==> src/rtl/collatz_pkg.sv <==
// Shared types for the Collatz result browser: FSM states, key indices and navigation actions.
package collatz_pkg;

  typedef enum logic [1:0] {IDLE, LAUNCH, WAIT, BROWSE} state_t;

  localparam int unsigned KEY_NEXT = 0;
  localparam int unsigned KEY_PREV = 1;
  localparam int unsigned KEY_HOME = 2;
  localparam int unsigned KEY_GO   = 3;

  typedef enum logic [1:0] {NAV_NONE, NAV_NEXT, NAV_PREV, NAV_HOME} nav_t;

endpackage

==> src/rtl/key_repeat.sv <==
// One pushbutton: 2-flop synchroniser, press-edge detection and press-and-hold auto-repeat.
module key_repeat #(
  parameter int unsigned REPEAT_DELAY  = 25000000,
  parameter int unsigned REPEAT_PERIOD = 4194304,
  parameter bit          REPEAT_EN     = 1'b1
) (
  input  logic clk,
  input  logic reset_n,
  input  logic key_n,
  input  logic en,
  output logic pressed,
  output logic step
);

  localparam int unsigned MaxCnt = (REPEAT_DELAY > REPEAT_PERIOD) ? REPEAT_DELAY : REPEAT_PERIOD;
  localparam int unsigned CntW   = $clog2(MaxCnt + 1);

  logic [1:0]      sync_q;
  logic            active;
  logic            active_q;
  logic [CntW-1:0] cnt_q;
  logic [CntW-1:0] cnt_d;

  // Synchroniser idles at the released level so reset never fakes a press edge.
  always_ff @(posedge clk or negedge reset_n) begin
    if (!reset_n) begin
      sync_q   <= 2'b11;
      active_q <= 1'b0;
      cnt_q    <= '0;
    end else begin
      sync_q   <= {sync_q[0], key_n};
      active_q <= active;
      cnt_q    <= cnt_d;
    end
  end

  assign pressed = ~sync_q[1];
  assign active  = pressed & en;

  // cnt_q counts down to the next repeat step; it is held at 0 while inactive.
  always_comb begin
    step  = 1'b0;
    cnt_d = '0;
    if (active && !active_q) begin
      step  = 1'b1;
      cnt_d = CntW'(REPEAT_DELAY - 1);
    end else if (active && REPEAT_EN) begin
      if (cnt_q == '0) begin
        step  = 1'b1;
        cnt_d = CntW'(REPEAT_PERIOD - 1);
      end else begin
        cnt_d = cnt_q - CntW'(1);
      end
    end
  end

endmodule

==> src/rtl/collatz_browser.sv <==
// Board-side control for the Collatz range engine: launches a run from sw, waits for done,
// then browses the results with wrap-around, auto-repeat and read-latency tracking.
module collatz_browser
  import collatz_pkg::*;
#(
  parameter int unsigned N_BITS        = 10,
  parameter int unsigned ADDR_BITS     = 8,
  parameter int unsigned RAM_WORDS     = 256,
  parameter int unsigned COUNT_BITS    = 16,
  parameter int unsigned DISP_BITS     = 12,
  parameter int unsigned RD_LATENCY    = 1,
  parameter int unsigned REPEAT_DELAY  = 25000000,
  parameter int unsigned REPEAT_PERIOD = 4194304
) (
  input  logic                  clk,
  input  logic                  reset_n,
  input  logic [3:0]            key_n,
  input  logic [N_BITS-1:0]     sw,
  output logic                  go,
  output logic [31:0]           start,
  input  logic                  done,
  input  logic [COUNT_BITS-1:0] count,
  output logic [DISP_BITS-1:0]  disp_n,
  output logic [COUNT_BITS-1:0] disp_count,
  output logic                  disp_valid,
  output logic                  busy
);

  localparam int unsigned SumW = ((N_BITS > ADDR_BITS) ? N_BITS : ADDR_BITS) + 1;
  localparam int unsigned LatW = $clog2(RD_LATENCY + 1);

  state_t state_q, state_d;
  nav_t   winner, nav;

  logic [3:0] key_pressed, key_en, key_step;
  logic       launch;
  logic       unused_go_pressed;

  logic [N_BITS-1:0]     base_q, base_d;
  logic [ADDR_BITS-1:0]  offset_q, offset_d;
  logic [LatW-1:0]       lat_q, lat_d;
  logic                  go_d, busy_d, disp_valid_d;
  logic [31:0]           start_d;
  logic [DISP_BITS-1:0]  disp_n_d;
  logic [COUNT_BITS-1:0] disp_count_d;

  for (genvar i = 0; i < 4; i++) begin : g_key
    key_repeat #(
      .REPEAT_DELAY (REPEAT_DELAY),
      .REPEAT_PERIOD(REPEAT_PERIOD),
      .REPEAT_EN    (bit'(i == KEY_NEXT || i == KEY_PREV))
    ) u_key (
      .clk    (clk),
      .reset_n(reset_n),
      .key_n  (key_n[i]),
      .en     (key_en[i]),
      .pressed(key_pressed[i]),
      .step   (key_step[i])
    );
  end

  assign unused_go_pressed = key_pressed[KEY_GO];
  assign launch            = key_step[KEY_GO];

  // Only the winning key is enabled, so a change of winner looks like a fresh press to it.
  always_comb begin
    winner = NAV_NONE;
    if (key_pressed[KEY_HOME])      winner = NAV_HOME;
    else if (key_pressed[KEY_NEXT]) winner = NAV_NEXT;
    else if (key_pressed[KEY_PREV]) winner = NAV_PREV;

    key_en         = '0;
    key_en[KEY_GO] = 1'b1;
    if (state_q == BROWSE) begin
      unique case (winner)
        NAV_NEXT: key_en[KEY_NEXT] = 1'b1;
        NAV_PREV: key_en[KEY_PREV] = 1'b1;
        NAV_HOME: key_en[KEY_HOME] = 1'b1;
        NAV_NONE: ;
      endcase
    end

    nav = NAV_NONE;
    if (key_step[KEY_HOME])      nav = NAV_HOME;
    else if (key_step[KEY_NEXT]) nav = NAV_NEXT;
    else if (key_step[KEY_PREV]) nav = NAV_PREV;
  end

  always_ff @(posedge clk or negedge reset_n) begin
    if (!reset_n) state_q <= IDLE;
    else          state_q <= state_d;
  end

  always_comb begin
    state_d = state_q;
    if (launch) begin
      state_d = LAUNCH;
    end else begin
      unique case (state_q)
        IDLE:    ;
        LAUNCH:  state_d = WAIT;
        WAIT:    if (done) state_d = BROWSE;
        BROWSE:  ;
        default: state_d = IDLE;
      endcase
    end
  end

  always_comb begin
    base_d       = base_q;
    offset_d     = offset_q;
    lat_d        = lat_q;
    disp_n_d     = disp_n;
    disp_count_d = disp_count;
    disp_valid_d = disp_valid;

    if (launch) begin
      base_d       = sw;
      offset_d     = '0;
      lat_d        = '0;
      disp_valid_d = 1'b0;
    end else if (state_q == WAIT && done) begin
      disp_n_d     = DISP_BITS'(SumW'(base_q) + SumW'(offset_q));
      lat_d        = LatW'(RD_LATENCY);
      disp_valid_d = 1'b0;
    end else if (state_q == BROWSE) begin
      if (nav != NAV_NONE) begin
        unique case (nav)
          NAV_NEXT: offset_d = (offset_q == ADDR_BITS'(RAM_WORDS - 1)) ? '0
                                                                       : offset_q + ADDR_BITS'(1);
          NAV_PREV: offset_d = (offset_q == '0) ? ADDR_BITS'(RAM_WORDS - 1)
                                                : offset_q - ADDR_BITS'(1);
          NAV_HOME: offset_d = '0;
          default:  offset_d = offset_q;
        endcase
        disp_n_d     = DISP_BITS'(SumW'(base_q) + SumW'(offset_d));
        lat_d        = LatW'(RD_LATENCY);
        disp_valid_d = 1'b0;
      end else if (lat_q != '0) begin
        // A step always reloads the count, so the latch below only sees the current address.
        lat_d = lat_q - LatW'(1);
        if (lat_q == LatW'(1)) begin
          disp_count_d = count;
          disp_valid_d = 1'b1;
        end
      end
    end

    go_d    = (state_d == LAUNCH);
    busy_d  = (state_d == LAUNCH) || (state_d == WAIT);
    start_d = (state_d == LAUNCH) ? 32'(base_d) : 32'(offset_d);
  end

  always_ff @(posedge clk or negedge reset_n) begin
    if (!reset_n) begin
      base_q     <= '0;
      offset_q   <= '0;
      lat_q      <= '0;
      go         <= 1'b0;
      busy       <= 1'b0;
      start      <= '0;
      disp_n     <= '0;
      disp_count <= '0;
      disp_valid <= 1'b0;
    end else begin
      base_q     <= base_d;
      offset_q   <= offset_d;
      lat_q      <= lat_d;
      go         <= go_d;
      busy       <= busy_d;
      start      <= start_d;
      disp_n     <= disp_n_d;
      disp_count <= disp_count_d;
      disp_valid <= disp_valid_d;
    end
  end

endmodule

==> config.mk <==
export PLATFORM = sky130hd
export DESIGN_NAME = collatz_browser
export DESIGN_NICKNAME = d
export VERILOG_FILES = /design/src/rtl/collatz_pkg.sv /design/src/rtl/key_repeat.sv /design/src/rtl/collatz_browser.sv
export SDC_FILE = /design/constraint.sdc
export NUM_CORES = 1
export LEC_CHECK = 0
export CORE_UTILIZATION = 55
export DETAILED_ROUTE_END_ITERATION = 10
export HOLD_SLACK_MARGIN = 0.06
export PLACE_DENSITY = 0.81
export SLEW_MARGIN = 20
export SYNTH_ARGS = -nofsm -noshare
export SYNTH_HDL_FRONTEND = slang
export SYNTH_SLANG_ARGS = --single-unit
==> constraint.sdc <==
create_clock -name clk -period 8.1 [get_ports clk]
set_clock_uncertainty 0.05 [all_clocks]
set_input_delay 2.025 -clock clk [delete_from_list [all_inputs] [get_ports clk]]
set_output_delay 2.025 -clock clk [all_outputs]
set_load 0.05 [all_outputs]
After elaboration in Yosys (flattened, before gate mapping):

Index checks and enable logic that the tools add are counted.

* bits of input ports: 33
* logic and storage cells: 123
* output and inout port bits: 63
* flip-flop bits (word level): 124

* add/sub/neg operators: 7
* reduce and logical (&&, ||, !) cells: 21
* bitwise gates (word level): 10
* equal/unequal tests: 12
* mux-type cells: 53

Operator list (count)
* two-way mux 25 bit: 6
* two-way mux 8 bit: 10
* zero test 25 bit: 2
* subtractor 25 x 1 -> 25 bit, second input constant: 2
* two-way mux 12 bit: 3
* case mux 8 bit (3 select lines): 1
* adder 10 x 8 -> 11 bit: 2
* two-way mux 1 bit: 21
* two-way mux 10 bit: 2
* two-way mux 2 bit: 8
* equality test 2 bit, second input constant: 7
* adder 8 x 1 -> 8 bit, second input constant: 1
* equality test 2 x 1 -> 1 bit, second input constant: 4
* equality test 8 bit, second input constant: 1
* zero test 8 bit: 1
* subtractor 8 x 1 -> 8 bit, second input constant: 1
* NOT 1 bit: 7
* nonzero test 2 bit: 3
* logical AND 1 bit: 5
* AND reduction 5 bit: 1
* zero test 1 bit: 4
* case mux 2 bit (2 select lines): 1
* nonzero test 4 bit: 1
* bitwise AND 1 bit: 3
* other kinds (6): 6

Longest topological paths before layout:

Gate-level depths: netlist of run 1.

* depth in word-level cells: 23
* gate-level depth with buffers: 18
* gate-level depth less buffers: 16

Hierarchy:

Synthesis of run 1 repeated with hierarchy kept, for this count alone.

* cell total of the unflattened synthesis: 650
* area, all modules: 6771.5 µm²

By module, submodules not included
* collatz_browser: instances 1, cells each 350, area an instance 3723.6 µm², sequential area each 1526.5 µm²
* key_repeat (g_key[0].u_key ...): instances 2, cells each 144, area an instance 1423.9 µm², sequential area each 703.2 µm²
* key_repeat (g_key[2].u_key ...): instances 2, cells each 6, area an instance 100.1 µm², sequential area each 77.6 µm²

Worst setup path after synthesis of run 1:

Ideal clock, no wire load.

* kind: input-to-reg
* start: input done
* end: register disp_n[10]
* arrival: 4.490 ns
* setup slack: 3.432 ns
* buffers on the path: 1
* setup time: 0.128 ns
* data required time: 7.922 ns
* cell stages on the path: 11
* path through: and2_1 > clkbuf_1 > o32ai_2 > inv_1 > fa_1 > a21o_1 > a21oi_1 > o21ai_0 > a31o_2 > and3_1 > mux2_1

* word-level cells in the longest chain between the ends: 3
* elaborated cells between the ends (all ways): 5
* classes of those cells: 1 x mux; 4 x reduce/logical

Ends and longest elaborated chain
* start, declared: line collatz_browser.sv:21 `input logic done,`
* logical AND 1 bit (*): line collatz_browser.sv:122 `end else if (state_q == WAIT && done) begin`
* nonzero test 2 bit (no line)
* AND reduction 3 bit (no line)
* end signal, assigned: line collatz_browser.sv:172 `disp_n <= disp_n_d;`
* end, declared: line collatz_browser.sv:23 `output logic [DISP_BITS-1:0] disp_n,`

Every way passes the cells marked *; elsewhere a longest branch is shown, timed or not.
A chain may end at the register's enable or synchronous reset.

Worst setup path in the final report of run 1:

* start: register state_q[1]
* end: register disp_n[10]

* word-level cells in the longest chain between the ends: 18
* elaborated cells between the ends (all ways): 34
* classes of those cells: 1 x add/sub; 5 x eq/ne; 17 x mux; 3 x bitwise; 8 x reduce/logical

Ends and longest elaborated chain
* start, declared: line collatz_browser.sv:32 `state_t state_q, state_d;`
* start signal, assigned: line collatz_browser.sv:91 `else state_q <= state_d;`
* equality test 2 bit: line collatz_browser.sv:74, collatz_browser.sv:126
* two-way mux 3 bit: line collatz_browser.sv:74 `if (state_q == BROWSE) begin`
* bitwise AND 1 bit: line key_repeat.sv:38 `assign active = pressed & en;`
* two-way mux 1 bit / logical AND 1 bit (equally long branches): line key_repeat.sv:47, key_repeat.sv:44
* two-way mux 1 bit: line key_repeat.sv:44 `if (active && !active_q) begin`
* two-way mux 2 bit: line collatz_browser.sv:86 `else if (key_step[KEY_PREV]) nav = NAV_PREV;`
* two-way mux 2 bit: line collatz_browser.sv:85 `else if (key_step[KEY_NEXT]) nav = NAV_NEXT;`
* two-way mux 2 bit: line collatz_browser.sv:84 `if (key_step[KEY_HOME]) nav = NAV_HOME;`
* [2 not listed]
* two-way mux 8 bit: line collatz_browser.sv:127 `if (nav != NAV_NONE) begin`
* two-way mux 8 bit: line collatz_browser.sv:126 `end else if (state_q == BROWSE) begin`
* two-way mux 8 bit: line collatz_browser.sv:122
* two-way mux 8 bit: line collatz_browser.sv:117 `if (launch) begin`
* adder 10 x 8 -> 11 bit: line collatz_browser.sv:136 `disp_n_d = DISP_BITS'(SumW'(base_q) + SumW'(offset_d));`
* two-way mux 12 bit: line collatz_browser.sv:127
* two-way mux 12 bit: line collatz_browser.sv:126
* two-way mux 12 bit: line collatz_browser.sv:122

Parallel ways exist; a longest one is shown, timed or not. The select of a mux whose other input is x is not followed.

==> reports/qor.csv, run 1 <==
stage,metric,value,unit
logic_synthesis,synthesized area per cell,10.7,sq um
power_and_ir_drop,clock power share,23.9,%
cells_and_area,layout cell share with drive strength beyond 1,14.6,%
grt,via count of the first global-routing pass,4927,
clocking,H-tree depth,4,
placed_design,pre-CTS WS,2.74,ns
clocking,Clock Path Buffers,2,
timing,final cycle utilization of the critical path,65.8,%
critical_path,Worst Setup End Kind,flop,
logic_synthesis,ys async rst share,100,%
logic_synthesis,ranking of synthesized cells by area,"dfrtp_1 45%, a21oi_1 4.4%, xnor2_1 3.7%",
power_and_ir_drop,internal power,1.77,mW
power_and_ir_drop,Power Density,399,nW/um^2
timing,Hold WS,0.306,ns
critical_path,"Worst Path Class, Setup",flop to flop,
placed_design,gpl congestion,0.909,
cells_and_area,"final std cell area, no fill",7720,sq um
cells_and_area,n_diodes,0,
logic_synthesis,Post-Synthesis Cells,601,
floorplan,area of the core,11400,sq um
clocking,Post-CTS Hold Fix Bufs,0,
timing,Setup WS post-layout,2.77,ns
power_and_ir_drop,post-route total power,3.08,mW
timing,Fin. Hold Viols,0,
power_and_ir_drop,Comb pwr share,47.8,%
cells_and_area,Syn-to-layout area delta,20.2,%
logic_synthesis,Yosys reg bits,123,
logic_synthesis,Synth Flop Type,dfrtp_1,
floorplan,Initial Util,56.3,%
clocking,postcts setup bufs,0,
timing,Slew Limit Fails,0,
drt,post-route antenna net violation count,0,
timing,max_slew headroom,39.4,%
floorplan,full die area,12100,sq um
placed_design,Port Buffers,72,
cells_and_area,Final Util,67.6,%
clocking,clk_lat worst skew,0.42,ns
clocking,post-cts sizing count,0,
timing,Worst Max-Slew Pin Slew,0.910,ns
logic_synthesis,"Warnings, synthesis",0,
clocking,CTS tree,yes,
floorplan,Boundary Pins,96,
critical_path,WP data required,8.35,ns
drt,First DRT Iteration DRCs,403,
critical_path,WP data arrival,5.58,ns
clocking,clk root buf,clkbuf_16,
drt,vias,4800,
cells_and_area,"commonest non-fill, non-tap cells in the layout","115 x dfrtp_1, 71 x clkdlybuf4s50_1, 57 x a21oi_1, 40 x nand2_1, 36 x nor2_1",
logic_synthesis,sequential share of the synthesized area,48.1,%
floorplan,Die W,110,microns
min_path,hold path cells,0,
drt,Remaining DRCs,0,
clocking,TritonCTS Buffers,17,
floorplan,Core Rows,39,
run_status,status,finished clean,
logic_synthesis,"Cell Area, Synth",6420,sq um
logic_synthesis,Netlist cell types,74,
logic_synthesis,post-synth top area share,44.8,%
power_and_ir_drop,register share of total power,28.3,%
timing,RSZ-0062 raised after global routing,false,
grt,grt total ovfl,0,
logic_synthesis,largest area contributor in the netlist,dfrtp_1,
grt,Total GRT Usage,25.4,%
cells_and_area,Finished Layout Cells,827,
power_and_ir_drop,switching power,1.31,mW
logic_synthesis,"EDFF count, synth",0,
critical_path,critical path launch point type,flop,
timing,# setup viols final,0,
power_and_ir_drop,Lkg Pwr,3.58,nW
clocking,clk sink count,123,
floorplan,Die Y,110,microns
placed_design,Placed Instance Area,7150,sq um
drt,Vias/cell,5.80,
cells_and_area,"commonest non-fill, non-tap cell in the layout",dfrtp_1,
grt,largest net degree at the start of global routing,75,
critical_path,CP Max Fanout,20,
grt,antenna violations before repair,0,
timing,fin crit period,5.33,ns
power_and_ir_drop,Max VDD drop,0.257,mV
drt,TritonRoute pass-1 iters,6,
min_path,Hold WC Path Type,flop to flop,
timing,TNS Setup,0,ns
grt,first-pass GRT wire length,23400,microns
drt,Routed wire per std cell,16.8,microns
cells_and_area,Layout Nets,723,
placed_design,DPL Wire Length,9250,microns
clocking,"Clk pin slew, worst setup/hold paths",0.05,ns
placed_design,Placed Instances,795,
critical_path,reg2reg path depth,15,
timing,Max Clk Rate,188,MHz
power_and_ir_drop,Sw Ratio,42.5,%
drt,Routed WL,13900,microns
job,max_cap viols,0,
layout make-up:
cell class,instances,area [sq um]
Multi-Input combinational cell,432,3050
Fill cell,834,3690
Timing Repair Buffer,76,748
Sequential cell,123,3090
Inverter,21,78.8
Clock buffer,17,425
Clock inverter,15,151
Tap cell,143,179
worst max-delay path, stage by stage (launching register included):
cell	delay, ns
dfrtp_1	0.38
ha_1	0.30
nand4b_1	0.72
nor2_1	0.32
a32o_1	0.64
a21oi_1	0.18
o21ai_0	0.30
nand2_1	0.13
ha_1	0.24
fa_1	0.42
a21o_1	0.21
a21oi_1	0.25
o21ai_0	0.25
a31o_2	0.32
and3_1	0.19
mux2_1	0.29
synth_stat cells, types with 5 or more instances:
cell      number
a21oi_1       57
a31oi_1        7
and3_1         8
buf_4         27
clkbuf_1      16
dfrtp_1      115
dfstp_2        8
ha_1          18
inv_1         21
mux2_1        20
mux2_2        16
nand2_1       40
nand3_1        6
nor2_1        37
nor3_1        18
nor4_1         5
o21ai_0       12
o21ai_1        6
or2_2          5
or3_1          7
or4_1          7
xnor2_1       27
xor2_1        20
registers in the layout, summed over array words and instances, names as in the netlist:
| signal | count |
|---|---|
| g_key.u_key.active_q | 4 |
| g_key.u_key.sync_q | 8 |
| offset_q | 8 |
| base_q | 10 |
| state_q | 2 |
| disp_valid | 1 |
| go | 1 |
| lat_q | 1 |
| disp_n | 11 |
| disp_count | 16 |
| g_key.u_key.cnt_q | 50 |
| start | 10 |
| busy | 1 |
metal layers:
metal  global-route usage, %  share of wire, %
met2                    42.5                52
met5                       0                 0
met1                    31.4                42
met4                    9.90               1.7
met3                    6.53               5.0
logic make-up (layout without fill, tap and decap cells):
kind of cell | count (synthesis) | after routing | synth area share (%)
AO/OA/AOI/OAI | 128 | 128 | 13.5
XOR/XNOR | 47 | 47 | 6.41
adder cells (fa/ha/maj) | 19 | 19 | 3.82
buffers and inverters | 68 | 129 | 5.82
flip-flops | 123 | 123 | 48.1
multiplexers | 36 | 36 | 6.31
other | 1 | 23 | 0.0584
AND/OR/NAND/NOR | 179 | 179 | 16.0
final timing paths:
kind                                               startpoint                                  to  slack (ns)
min reg2reg                g_key[2].u_key.sync_q[0]$_DFF_PN1_  g_key[2].u_key.sync_q[1]$_DFF_PN1_        0.31
max                                      state_q[1]$_DFF_PN0_              disp_n[10]$_DFFE_PN0P_        2.77
max in group asynchronous                             reset_n  g_key[0].u_key.cnt_q[24]$_DFF_PN0_        5.15
min in group asynchronous                             reset_n               disp_n[9]$_DFFE_PN0P_        1.70
max reg2reg                              state_q[1]$_DFF_PN0_              disp_n[10]$_DFFE_PN0P_        2.77
min                        g_key[2].u_key.sync_q[0]$_DFF_PN1_  g_key[2].u_key.sync_q[1]$_DFF_PN1_        0.31
power groups by stage:
stage	sequential (mW)	clock [mW]	combinational, mW
finish	0.871	0.736	1.47
global route	0.892	0.776	1.59
CTS	0.870	0.746	1.47
detailed placement	0.878	0	1.45
global placement	0.867	0	1.41
floorplan	1.18	0	0.763
Note: power is estimated with default switching activity, not from simulation.
==> inputs of run 2 (changes only) <==
==> constraint.sdc (replaced) <==
create_clock -name clk -period 5.6 [get_ports clk]
set_clock_uncertainty 0.05 [all_clocks]
set_input_delay 1.4 -clock clk [delete_from_list [all_inputs] [get_ports clk]]
set_output_delay 1.4 -clock clk [all_outputs]
set_load 0.05 [all_outputs]
==> run 2 against run 1 <==
Net effect: core utilization rose by 0.72 points; largest power group unchanged; highest routed layer unchanged; total power up 48%; sequential power rose by 45%; critical path depth decreased by 1.
==> reports/qor.csv, run 2 (synthesis gave the netlist of run 1 again) <==
stage,metric,value,unit,change
power_and_ir_drop,Max VDD drop,0.423,mV,+64%
cells_and_area,"commonest non-fill, non-tap cell in the layout",dfrtp_1,,
cells_and_area,Largest Register,g_key.u_key.cnt_q,,
clocking,post-cts sizing count,0,,unchanged
placed_design,Placed Instances,798,,+0.38%
drt,post-route antenna net violation count,0,,unchanged
critical_path,worst setup path startpoint,g_key[1].u_key.cnt_q[13]$_DFF_PN0_,,
clocking,CTS tree,yes,,
clocking,postcts setup bufs,0,,unchanged
cells_and_area,Layout Nets,726,,+0.41%
critical_path,"Worst Path Class, Setup",flop to flop,,
critical_path,Critical R2R Capture,disp_n[8]$_DFFE_PN0P_,,
critical_path,CP Capture Point,disp_n[8]$_DFFE_PN0P_,,
placed_design,pre-CTS WS,0.799,ns,-1.95 ns
critical_path,"slowest stage delay, CP",0.66,ns,-0.06 ns
cells_and_area,"commonest non-fill, non-tap cells in the layout","115 x dfrtp_1, 71 x clkdlybuf4s50_1, 57 x a21oi_1, 40 x nand2_1, 36 x nor2_1",,
timing,RSZ-0062 raised after global routing,false,,
cells_and_area,"final std cell area, no fill",7810,sq um,+1.1%
timing,max_slew headroom,43.6,%,+4.2 points
critical_path,CP max stage cell,a32o_1,,
cells_and_area,Final Util,68.4,%,+0.72 points
grt,antenna violations before repair,0,,unchanged
floorplan,full die area,12100,sq um,unchanged
clocking,clk sink count,123,,unchanged
drt,TritonRoute pass-1 iters,5,,-1
placed_design,Placed Instance Area,7170,sq um,+0.32%
grt,first-pass GRT wire length,23000,microns,-1.9%
min_path,Hold WC Path Type,flop to flop,,
timing,# setup viols final,0,,unchanged
floorplan,Die W,110,microns,unchanged
floorplan,Die Y,110,microns,unchanged
timing,Slew Limit Fails,0,,unchanged
drt,Vias/cell,5.77,,-0.63%
critical_path,FF-to-FF setup slack,0.70,ns,-2.06 ns
timing,Setup WS post-layout,0.705,ns,-2.06 ns
timing,fin crit period,4.90,ns,-0.435 ns
drt,vias,4787,,-0.27%
clocking,Clock Path Buffers,2,,unchanged
grt,via count of the first global-routing pass,4731,,-4.0%
critical_path,reg2reg path depth,14,,-1
placed_design,gpl congestion,0.860,,-5.4%
cells_and_area,top flop regs,"g_key.u_key.cnt_q x50, disp_count x16, disp_n x11",,
timing,Fin. Hold Viols,0,,unchanged
floorplan,Boundary Pins,96,,unchanged
floorplan,Initial Util,56.3,%,unchanged
power_and_ir_drop,Power Density,586,nW/um^2,+47%
floorplan,Core Rows,39,,unchanged
cells_and_area,max reg flops,50,,unchanged
clocking,clk_lat worst skew,0.42,ns,about the same
power_and_ir_drop,Lkg Pwr,3.63,nW,+1.3%
timing,Max Clk Rate,204,MHz,+8.9%
grt,grt total ovfl,0,,unchanged
job,max_cap viols,0,,unchanged
timing,TNS Setup,0,ns,unchanged
drt,Routed WL,13800,microns,-0.88%
timing,final cycle utilization of the critical path,87.4,%,+22 points
clocking,TritonCTS Buffers,17,,unchanged
critical_path,WP data arrival,5.14,ns,-0.44 ns
grt,largest net degree at the start of global routing,70,,-6.7%
critical_path,critical path cell sequence,or4_1 > nor4_2 > a32o_1 > a21oi_1 > o21ai_0 > nand2_1 > ha_1 > fa_1 > a21o_1 > a21oi_1 > o21ai_0 > a31o_2 > xor2_1 > mux2_1,,
cells_and_area,layout cell share with drive strength beyond 1,14.3,%,-0.35 points
critical_path,CP Max Fanout,18,,-10%
grt,Total GRT Usage,25.1,%,-0.28 points
critical_path,reg2reg start,g_key[1].u_key.cnt_q[13]$_DFF_PN0_,,
timing,Worst Max-Slew Pin Slew,0.846,ns,-0.0634 ns
drt,Routed wire per std cell,16.6,microns,-1.2%
clocking,clk root buf,clkbuf_16,,
critical_path,WP buf/inv,0,,unchanged
critical_path,Worst Setup End Kind,flop,,
run_status,status,finished clean,,
clocking,Post-CTS Hold Fix Bufs,0,,unchanged
placed_design,DPL Wire Length,9380,microns,+1.4%
drt,Remaining DRCs,0,,unchanged
cells_and_area,Finished Layout Cells,830,,+0.36%
critical_path,critical path launch point type,flop,,
clocking,"Clk pin slew, worst setup/hold paths",0.06,ns,about the same
critical_path,"CP delay by family, top",compound AO/OA/AOI/OAI gates,,
critical_path,Crit path depth,14,,-1
timing,Hold WS,0.305,ns,-0.00130 ns
placed_design,Port Buffers,72,,unchanged
cells_and_area,n_diodes,0,,unchanged
critical_path,WP data required,5.84,ns,-2.51 ns
drt,First DRT Iteration DRCs,354,,-12%
clocking,H-tree depth,4,,unchanged
floorplan,area of the core,11400,sq um,unchanged
cells_and_area,Syn-to-layout area delta,21.5,%,
power_and_ir_drop,post-route total power,4.57,mW,+48%
==> run 2: cell count changes in the layout (fill, tap and decap cells not counted), moves of 3 or more <==
cell,before,now
buf_4,5,8
clkinvlp_4,3,0
clkinv_4,4,0
clkbuf_1,0,5
bufinv_16,2,5
==> run 2: report_power, final <==
group / internal [mW] / switching (mW) / total (mW)
logic: 0.808 / 1.32 / 2.12
clock network: 0.811 / 0.382 / 1.19
registers: 1.11 / 0.150 / 1.26
==> run 2: worst register-to-register path: cells and delay by family (launching register included) <==
family / cells / cell delay, ns
flops: 1 / 0.42
fa+ha+maj: 2 / 0.63
compound gates: 7 / 2.04
mux: 1 / 0.31
xor+xnor: 1 / 0.15
simple gates: 3 / 1.15
==> run 2: layout make-up <==
cell class              instances  area, sq um
clock buffers                  24          472
clock inverters                 8          165
fillers                       843         3610
inverters                      21         78.8
multi-input cells             432         3050
flip-flops and latches        123         3090
well taps                     143          179
repair buffers                 79          771
==> run 2: worst min path at each step <==
| stage | end | depth (start not counted) | start |
|---|---|---|---|
| after floorplan | g_key[0].u_key.sync_q[1]$_DFF_PN1_ | 0 | g_key[0].u_key.sync_q[0]$_DFF_PN1_ |
| after global placement | g_key[3].u_key.sync_q[1]$_DFF_PN1_ | 0 | g_key[3].u_key.sync_q[0]$_DFF_PN1_ |
| after detailed placement | g_key[3].u_key.sync_q[1]$_DFF_PN1_ | 0 | g_key[3].u_key.sync_q[0]$_DFF_PN1_ |
| after CTS | g_key[3].u_key.sync_q[1]$_DFF_PN1_ | 0 | g_key[3].u_key.sync_q[0]$_DFF_PN1_ |
| after global routing | g_key[0].u_key.sync_q[1]$_DFF_PN1_ | 0 | g_key[0].u_key.sync_q[0]$_DFF_PN1_ |
| final | g_key[3].u_key.sync_q[1]$_DFF_PN1_ | 0 | g_key[3].u_key.sync_q[0]$_DFF_PN1_ |
==> run 2: routing by layer <==
layer / routed length, microns / GRT usage (%) / up-vias
li1: - / - / 2245
met1: 5890 / 31.7 / 2363
met2: 7110 / 42.0 / 156
met3: 634 / 6.64 / 23
met4: 168 / 8.19 / 0
met5: 0 / 0 / -
